File: config.mk
export PLATFORM = sky130hd
export DESIGN_NAME = memory_stage_flat
export DESIGN_NICKNAME = d
export VERILOG_FILES = /design/src/rtl/memory_stage_if.sv /design/src/rtl/memory_stage.sv /design/src/flat_wrapper.sv
export SDC_FILE = /design/constraint.sdc
export NUM_CORES = 1
export LEC_CHECK = 0
export BUFFER_PORTS_ARGS = -buffer_cell sky130_fd_sc_hd__buf_2
export CAP_MARGIN = 0
export CORE_MARGIN = 2
export CORE_UTILIZATION = 55
export CTS_CLUSTER_SIZE = 40
export DETAILED_ROUTE_END_ITERATION = 12
export GPL_TIMING_DRIVEN = 0
export PLACE_DENSITY = 0.86
export SYNTH_ARGS = -nofsm -noshare
export SYNTH_HDL_FRONTEND = slang
export SYNTH_SLANG_ARGS = --single-unit
File: constraint.sdc
create_clock -name clk -period 4.2 [get_ports clk]
set_input_delay 0.84 -clock clk [delete_from_list [all_inputs] [get_ports clk]]
set_output_delay 0.84 -clock clk [all_outputs]
set_load 0.1 [all_outputs]
File: src/rtl/memory_stage_if.sv
// Data bus between the memory stage (master) and the data memory (slave).
// req/we/addr/be/wdata are held by the master until ack or abort; ack is a
// single-cycle completion pulse that qualifies rdata.
interface memory_stage_if;
    logic        req;
    logic        we;
    logic [29:0] addr;
    logic [3:0]  be;
    logic [31:0] wdata;
    logic [31:0] rdata;
    logic        ack;

    modport master (output req, we, addr, be, wdata, input rdata, ack);
    modport slave  (input req, we, addr, be, wdata, output rdata, ack);
endinterface

File: src/rtl/memory_stage.sv
// Memory pipeline stage: data-bus loads/stores with timeout, branch redirect,
// RAW hazard stall towards execute, and the registered regfile write port.
module memory_stage #(
    parameter int BUS_TIMEOUT = 255
) (
    input  logic                  clk,
    input  logic                  async_rst_n,
    input  logic                  clk_en,
    input  logic [5:0]            ctr_in,
    input  logic [31:0]           inst_in,
    input  logic [31:0]           alu_in,
    input  logic [29:0]           inc_pc_in,
    input  logic [31:0]           rs2_data_in,
    input  logic                  branch_result_in,
    input  logic [4:0]            exe_rs1_address,
    input  logic [4:0]            exe_rs2_address,
    input  logic                  exe_uses_rs1,
    input  logic                  exe_uses_rs2,
    output logic                  invalidate,
    output logic                  stall,
    output logic                  pc_redirect,
    output logic [29:0]           pc_target,
    memory_stage_if.master        dbus,
    output logic                  wb_we,
    output logic [4:0]            wb_rd,
    output logic [31:0]           wb_data,
    output logic                  bus_err
);
    typedef enum logic {IDLE, BUSY} state_t;

    // Everything the writeback of an outstanding access needs, captured at issue.
    typedef struct packed {
        logic        reg_write;
        logic [4:0]  rd;
        logic [2:0]  fn3;
        logic [1:0]  wb_sel;
        logic [31:0] addr;
        logic [29:0] link;
    } mem_req_t;

    // Last BUSY cycle count before the access is abandoned (unused when BUS_TIMEOUT == 0).
    localparam logic [7:0] TMO_LAST = 8'(BUS_TIMEOUT - 1);

    state_t      state, state_nxt;
    mem_req_t    lat;
    logic        ack_flag;
    logic [31:0] ack_data;
    logic [7:0]  cnt;

    logic        valid, misaligned;
    logic        issue, ack_done, timeout, mis_err;
    logic [4:0]  in_rd;
    logic [2:0]  in_fn3;
    logic [3:0]  be_nxt;
    logic [31:0] wdata_nxt, load_val;
    logic [7:0]  load_byte;
    logic [15:0] load_half;
    logic [1:0]  rs_haz;
    logic        unused_bits;

    assign valid       = (ctr_in != 6'd0);
    assign in_rd       = inst_in[11:7];
    assign in_fn3      = inst_in[14:12];
    assign unused_bits = ^{inst_in[31:15], inst_in[6:0]};

    assign misaligned = (in_fn3[1:0] == 2'b10 && alu_in[1:0] != 2'b00) ||
                        (in_fn3[1:0] == 2'b01 && alu_in[0]);

    function automatic logic [31:0] wb_select(input logic [1:0] sel, input logic [31:0] alu,
                                              input logic [29:0] link, input logic [31:0] load);
        case (sel)
            2'b01:   return load;
            2'b10:   return {link, 2'b00};
            default: return alu;
        endcase
    endfunction

    // Next state and the one-cycle events that drive the datapath.
    always_comb begin
        state_nxt = state;
        issue     = 1'b0;
        ack_done  = 1'b0;
        timeout   = 1'b0;
        mis_err   = 1'b0;
        case (state)
            IDLE: begin
                if (valid && ctr_in[1]) begin
                    if (misaligned) begin
                        mis_err = 1'b1;
                    end else begin
                        issue     = 1'b1;
                        state_nxt = BUSY;
                    end
                end
            end
            BUSY: begin
                if (ack_flag) begin
                    ack_done  = 1'b1;
                    state_nxt = IDLE;
                end else if (BUS_TIMEOUT != 0 && cnt == TMO_LAST) begin
                    timeout   = 1'b1;
                    state_nxt = IDLE;
                end
            end
            default: state_nxt = IDLE;
        endcase
    end

    // State register; only advances with the global enable.
    always_ff @(posedge clk or negedge async_rst_n) begin
        if (!async_rst_n) begin
            state <= IDLE;
        end else if (clk_en) begin
            state <= state_nxt;
        end
    end

    // Byte enables and lane-replicated store data for the request being issued.
    always_comb begin
        be_nxt    = 4'b1111;
        wdata_nxt = rs2_data_in;
        case (in_fn3[1:0])
            2'b00: begin
                be_nxt    = 4'b0001 << alu_in[1:0];
                wdata_nxt = {4{rs2_data_in[7:0]}};
            end
            2'b01: begin
                be_nxt    = 4'b0011 << alu_in[1:0];
                wdata_nxt = {2{rs2_data_in[15:0]}};
            end
            default: ;
        endcase
    end

    // Pick the addressed byte/half out of the returned word and extend it.
    always_comb begin
        load_byte = ack_data[{lat.addr[1:0], 3'b000} +: 8];
        load_half = ack_data[{lat.addr[1], 4'b0000} +: 16];
        case (lat.fn3)
            3'b000:  load_val = {{24{load_byte[7]}}, load_byte};
            3'b001:  load_val = {{16{load_half[15]}}, load_half};
            3'b100:  load_val = {24'd0, load_byte};
            3'b101:  load_val = {16'd0, load_half};
            default: load_val = ack_data;
        endcase
    end

    // Ack is captured whenever it arrives so a pulse during clk_en=0 is not lost;
    // an ack racing the timeout abort is dropped so it cannot satisfy a later access.
    always_ff @(posedge clk or negedge async_rst_n) begin
        if (!async_rst_n) begin
            ack_flag <= 1'b0;
            ack_data <= '0;
        end else if (dbus.ack && dbus.req && !ack_flag && !(clk_en && timeout)) begin
            ack_flag <= 1'b1;
            ack_data <= dbus.rdata;
        end else if (clk_en && ack_done) begin
            ack_flag <= 1'b0;
        end
    end

    // Bus request, access latch and timeout counter.
    always_ff @(posedge clk or negedge async_rst_n) begin
        if (!async_rst_n) begin
            dbus.req   <= 1'b0;
            dbus.we    <= 1'b0;
            dbus.addr  <= '0;
            dbus.be    <= '0;
            dbus.wdata <= '0;
            lat        <= '0;
            cnt        <= '0;
        end else if (clk_en) begin
            if (issue) begin
                dbus.req   <= 1'b1;
                dbus.we    <= ctr_in[2];
                dbus.addr  <= alu_in[31:2];
                dbus.be    <= be_nxt;
                dbus.wdata <= wdata_nxt;
                lat        <= '{reg_write: ctr_in[0], rd: in_rd, fn3: in_fn3,
                                wb_sel: ctr_in[4:3], addr: alu_in, link: inc_pc_in};
                cnt        <= '0;
            end else if (ack_done || timeout) begin
                dbus.req <= 1'b0;
                dbus.we  <= 1'b0;
            end else if (state == BUSY) begin
                cnt <= cnt + 8'd1;
            end
        end
    end

    // Registered writeback: plain ALU/link results straight from IDLE, loads on the ack cycle.
    always_ff @(posedge clk or negedge async_rst_n) begin
        if (!async_rst_n) begin
            wb_we   <= 1'b0;
            wb_rd   <= '0;
            wb_data <= '0;
        end else if (clk_en) begin
            wb_we <= 1'b0;
            if (state == IDLE && valid && !ctr_in[1]) begin
                wb_we   <= ctr_in[0] && in_rd != 5'd0;
                wb_rd   <= in_rd;
                wb_data <= wb_select(ctr_in[4:3], alu_in, inc_pc_in, alu_in);
            end else if (ack_done) begin
                wb_we   <= lat.reg_write && lat.rd != 5'd0;
                wb_rd   <= lat.rd;
                wb_data <= wb_select(lat.wb_sel, lat.addr, lat.link, load_val);
            end
        end
    end

    // Error strobe: always a single-cycle pulse.
    always_ff @(posedge clk or negedge async_rst_n) begin
        if (!async_rst_n) begin
            bus_err <= 1'b0;
        end else begin
            bus_err <= clk_en && (mis_err || timeout);
        end
    end

    // RAW check per execute operand: producer in this stage (input or pending load)
    // or the value being written back this cycle (regfile is not write-through).
    logic [1:0][4:0] rs_addr;
    logic [1:0]      rs_used;
    assign rs_addr = {exe_rs2_address, exe_rs1_address};
    assign rs_used = {exe_uses_rs2, exe_uses_rs1};

    for (genvar n = 0; n < 2; n++) begin : g_haz
        assign rs_haz[n] = rs_used[n] && rs_addr[n] != 5'd0 &&
                           ((ctr_in[0] && rs_addr[n] == in_rd) ||
                            (state == BUSY && lat.reg_write && rs_addr[n] == lat.rd) ||
                            (wb_we && rs_addr[n] == wb_rd));
    end

    assign invalidate  = valid && branch_result_in;
    assign pc_redirect = invalidate;
    assign pc_target   = alu_in[31:2];
    assign stall       = !invalidate && (issue || (state == BUSY && !ack_flag) || (|rs_haz));

endmodule

File: src/flat_wrapper.sv
// flat-port wrapper written by rule: the top's interface ports become plain ports
module memory_stage_flat 
#(
    parameter int BUS_TIMEOUT = 255
)
  (clk, async_rst_n, clk_en, ctr_in, inst_in, alu_in, inc_pc_in, rs2_data_in, branch_result_in, exe_rs1_address, exe_rs2_address, exe_uses_rs1, exe_uses_rs2, invalidate, stall, pc_redirect, pc_target, wb_we, wb_rd, wb_data, bus_err, dbus_req, dbus_we, dbus_addr, dbus_be, dbus_wdata, dbus_rdata, dbus_ack);
  memory_stage_if dbus_i ();
  input  logic clk;
  input  logic async_rst_n;
  input  logic clk_en;
  input  logic [5:0] ctr_in;
  input  logic [31:0] inst_in;
  input  logic [31:0] alu_in;
  input  logic [29:0] inc_pc_in;
  input  logic [31:0] rs2_data_in;
  input  logic branch_result_in;
  input  logic [4:0] exe_rs1_address;
  input  logic [4:0] exe_rs2_address;
  input  logic exe_uses_rs1;
  input  logic exe_uses_rs2;
  output logic invalidate;
  output logic stall;
  output logic pc_redirect;
  output logic [29:0] pc_target;
  output logic wb_we;
  output logic [4:0] wb_rd;
  output logic [31:0] wb_data;
  output logic bus_err;
  output wire logic [$bits(dbus_i.req)-1:0] dbus_req;
  output wire logic [$bits(dbus_i.we)-1:0] dbus_we;
  output wire logic [$bits(dbus_i.addr)-1:0] dbus_addr;
  output wire logic [$bits(dbus_i.be)-1:0] dbus_be;
  output wire logic [$bits(dbus_i.wdata)-1:0] dbus_wdata;
  input wire logic [$bits(dbus_i.rdata)-1:0] dbus_rdata;
  input wire logic [$bits(dbus_i.ack)-1:0] dbus_ack;
  assign dbus_req = dbus_i.req;
  assign dbus_we = dbus_i.we;
  assign dbus_addr = dbus_i.addr;
  assign dbus_be = dbus_i.be;
  assign dbus_wdata = dbus_i.wdata;
  assign dbus_i.rdata = dbus_rdata;
  assign dbus_i.ack = dbus_ack;
  memory_stage #(.BUS_TIMEOUT(BUS_TIMEOUT)) u_core (.clk(clk), .async_rst_n(async_rst_n), .clk_en(clk_en), .ctr_in(ctr_in), .inst_in(inst_in), .alu_in(alu_in), .inc_pc_in(inc_pc_in), .rs2_data_in(rs2_data_in), .branch_result_in(branch_result_in), .exe_rs1_address(exe_rs1_address), .exe_rs2_address(exe_rs2_address), .exe_uses_rs1(exe_uses_rs1), .exe_uses_rs2(exe_uses_rs2), .invalidate(invalidate), .stall(stall), .pc_redirect(pc_redirect), .pc_target(pc_target), .dbus(dbus_i), .wb_we(wb_we), .wb_rd(wb_rd), .wb_data(wb_data), .bus_err(bus_err));
endmodule
==> results.md <==
- Worst R2R End: u_core.wb_data[26]$_DFFE_PN0P_
- Slowest-stage cell, CP: buf_2
- FF+latch count, synth: 192
- First-pass GRT wire length: 49000 um
- Root buffer cell: clkbuf_16
- Top Ports: 321
- Post-synthesis sequential area ratio: 45.2%
- Area share of the largest cell type after synthesis: 45.2%
- R2r setup slk: 1.90 ns
- Starting Density: 56.5%
- Initial antenna violation count: 7
- FP Rows: 50
- Nets: 1510
- Gr usage total: 31.3%
- Total grt overflow: 0
- Critical-path cell list: buf_2 > xor2_1 > nor4_1 > nand3_1 > a31o_2 > a31oi_2 > buf_2
- Syn Nets: 1197
- Worst-path maximum fanout: 4
- Setup crit start: exe_rs1_address[3]
- Die width: 143 um
- Status: complete, no violations
- Vias/cell: 5.90
- Cts hold-fix bufs: 0
- Reg-to-Reg Start: u_core.state$_DFFE_PN0P_
- Area leader, netlist: dfrtp_1
- Clk_lat worst skew: 0.43 ns
- CTS tree: built
- Final setup viols: 0
- Clock skew: 0.0111 ns
- Critical setup path kind: in2out
- # fillers: 1412
- Largest family of logic cells by synthesized area: multiplexers
- Final hold violation count: 0
- Core area: 18800 sq um
- Post-synthesis compound-gate area fraction: 14.2%
- Antenna-violating nets left: 0
- EDFF count, synth: 0
- Initial DRC count: 747
- Cells after synthesis: 1012
- Register area: 4800 sq um
- Vias in the first global route: 9189
- Clock slew at reported path FFs: 0.07 ns
- Final wirelength: 32500 um
- Max-slew violation count: 0
- GP Congestion: 0.932
- Unrepaired setup endpoints after global routing: false
- Slew margin rel.: 30.4%
- Xor/xnor share of the synthesized area: 2.88%
- Period utilization: 80.7%
- CTS Buffer Depth: 2
- Netlist Area Pre-Place: 10600 sq um
- H-tree depth: 4
- Area grow syn2layout: 23.1%
- Cell mode on critical path: buf_2
- Drt wl/cell: 20.2 um
- R2R depth: 7
- Max incr delay on CP: 0.44 ns
- Die area: 20500 sq um
- Largest net degree at the start of global routing: 102
- Fmax: 295 MHz
- Worst hold path class: in2async
- Setup crit start kind: primary input
- Port Buffer Count: 293
- Detailed Routing Iterations Pass 1: 6
- Setup Buffers After CTS: 0
- Clock buffers created by TritonCTS: 17
- Detail Placement HPWL: 24100 um
- Multi-input logic area: 4970 sq um
- CP endpoint: stall
- Ys Warns: 0
- Slew at the pin closest to its max-slew limit: 1.04 ns
- Fin crit period: 3.39 ns
- PostCTS Resize Cnt: 0
- CP required: 3.36 ns
- DRC Markers: 0
- FFs w/ async S/R, synth: 100%
- Mux cell area share after synthesis: 18.3%
- Post-synthesis simple-gate area fraction: 10.7%
- Vias post-DR: 9469
- Area contributors post-synth: dfrtp_1, mux2_2, buf_4
- Die height: 143 um
- CP Data Arrival Time: 2.55 ns
- Synth Area in Adders: 0.471%
- Clk sinks: 192
- Cell variety after synth: 61
- Top FF cell, synth: dfrtp_1
- Mean Syn Cell Area: 10.5 sq um
- Proportion of layout cells with a drive suffix above 1: 43.0%
- Worst setup EP type: output port
- Max-cap viol count: 0
- Fin Hold WS: 0.412 ns
## Yosys cell counts (all sizes together), types with 12 or more instances
| cell type | count |
|---|---|
| dfrtp | 192 |
| mux2 | 139 |
| buf | 102 |
| o21ai | 88 |
| nand2 | 80 |
| nor2 | 66 |
| a21oi | 42 |
| mux2i | 35 |
| clkbuf | 29 |
| and3 | 26 |
| xor2 | 24 |
| a211oi | 18 |
| o31ai | 18 |
| o22ai | 12 |
## flip-flops by register name, summed over array words and instances, names as in the netlist, 4 cells and up
register	flops
u_core.dbus.wdata	32
u_core.lat	73
u_core.ack_data	32
u_core.wb_data	32
u_core.wb_rd	5
u_core.cnt	8
u_core.dbus.be	4
## final cells by class
cell class	instances	area share, %
well taps	260	2.48
plain buffers	131	6.40
flip-flops and latches	192	36.7
diodes	6	0.115
repair buffers	294	11.5
clock inverters	10	0.965
multi-input cells	679	37.9
inverters	10	0.287
clock buffers	22	3.62
## how the worst min path moves through the flow
stage                                           start                                end  slack, ns  depth (start not counted)
finish                                    async_rst_n         u_core.lat[54]$_DFFE_PN0P_       0.41                          1
global route                              async_rst_n         u_core.lat[54]$_DFFE_PN0P_       0.47                          1
CTS                                       async_rst_n         u_core.lat[54]$_DFFE_PN0P_       0.44                          1
detailed placement  u_core.dbus.wdata[29]$_DFFE_PN0P_  u_core.dbus.wdata[29]$_DFFE_PN0P_       0.46                          2
global placement    u_core.dbus.wdata[23]$_DFFE_PN0P_  u_core.dbus.wdata[23]$_DFFE_PN0P_       0.46                          2
floorplan                   u_core.lat[5]$_DFFE_PN0P_          u_core.lat[5]$_DFFE_PN0P_       0.46                          1
## critical path, delay by kind of cell
family / cells / cell delay, ns
XOR/XNOR: 1 / 0.16
buffers and inverters: 2 / 0.58
AND/OR/NAND/NOR: 2 / 0.54
AO/OA/AOI/OAI: 2 / 0.42
## kinds of logic after synthesis
group	Yosys count
multiplexers	175
AND/OR/NAND/NOR	234
AO/OA/AOI/OAI	231
XOR/XNOR	35
buffers and inverters	141
flip-flops	192
adder cells (fa/ha/maj)	4
## through the flow
step                setup slack (ns)  std cells  setup TNS [ns]  instance area (sq um)  util, %
floorplan                      0.615       1012               0                  10600        -
global placement              -0.829       1565         -156.02                  12400     66.1
detailed placement             0.869       1566               0                  12500     66.3
CTS                            0.868       1598               0                  13100     69.4
global route                   0.786       1601               0                  13100     69.5
finish                         0.812       1604               0                  13100     69.5
## routing by layer
metal	vias to the layer above	share of wire, %	track usage, %
met4	2	4.3	14.6
met5	-	0.043	0
met3	96	10	8.28
met2	587	48	52.2
met1	4582	37	37.9
li1	4202	-	-
## cell usage in the layout, fill, tap and decap left out, types with 10 or more instances in the layout
cell type,count
a21oi_1,42
clkbuf_16,17
o21ai_0,79
xor2_1,24
xnor2_1,11
a211oi_1,16
and3_1,26
o31ai_1,18
o22ai_1,12
clkbuf_1,31
buf_2,320
buf_4,65
inv_1,10
dfrtp_1,192
mux2_2,130
nor2_1,66
mux2i_1,35
nand2_1,80
Power is not shown: default switching activity piles up to over one toggle a cycle in this logic, so the estimate is an artifact.
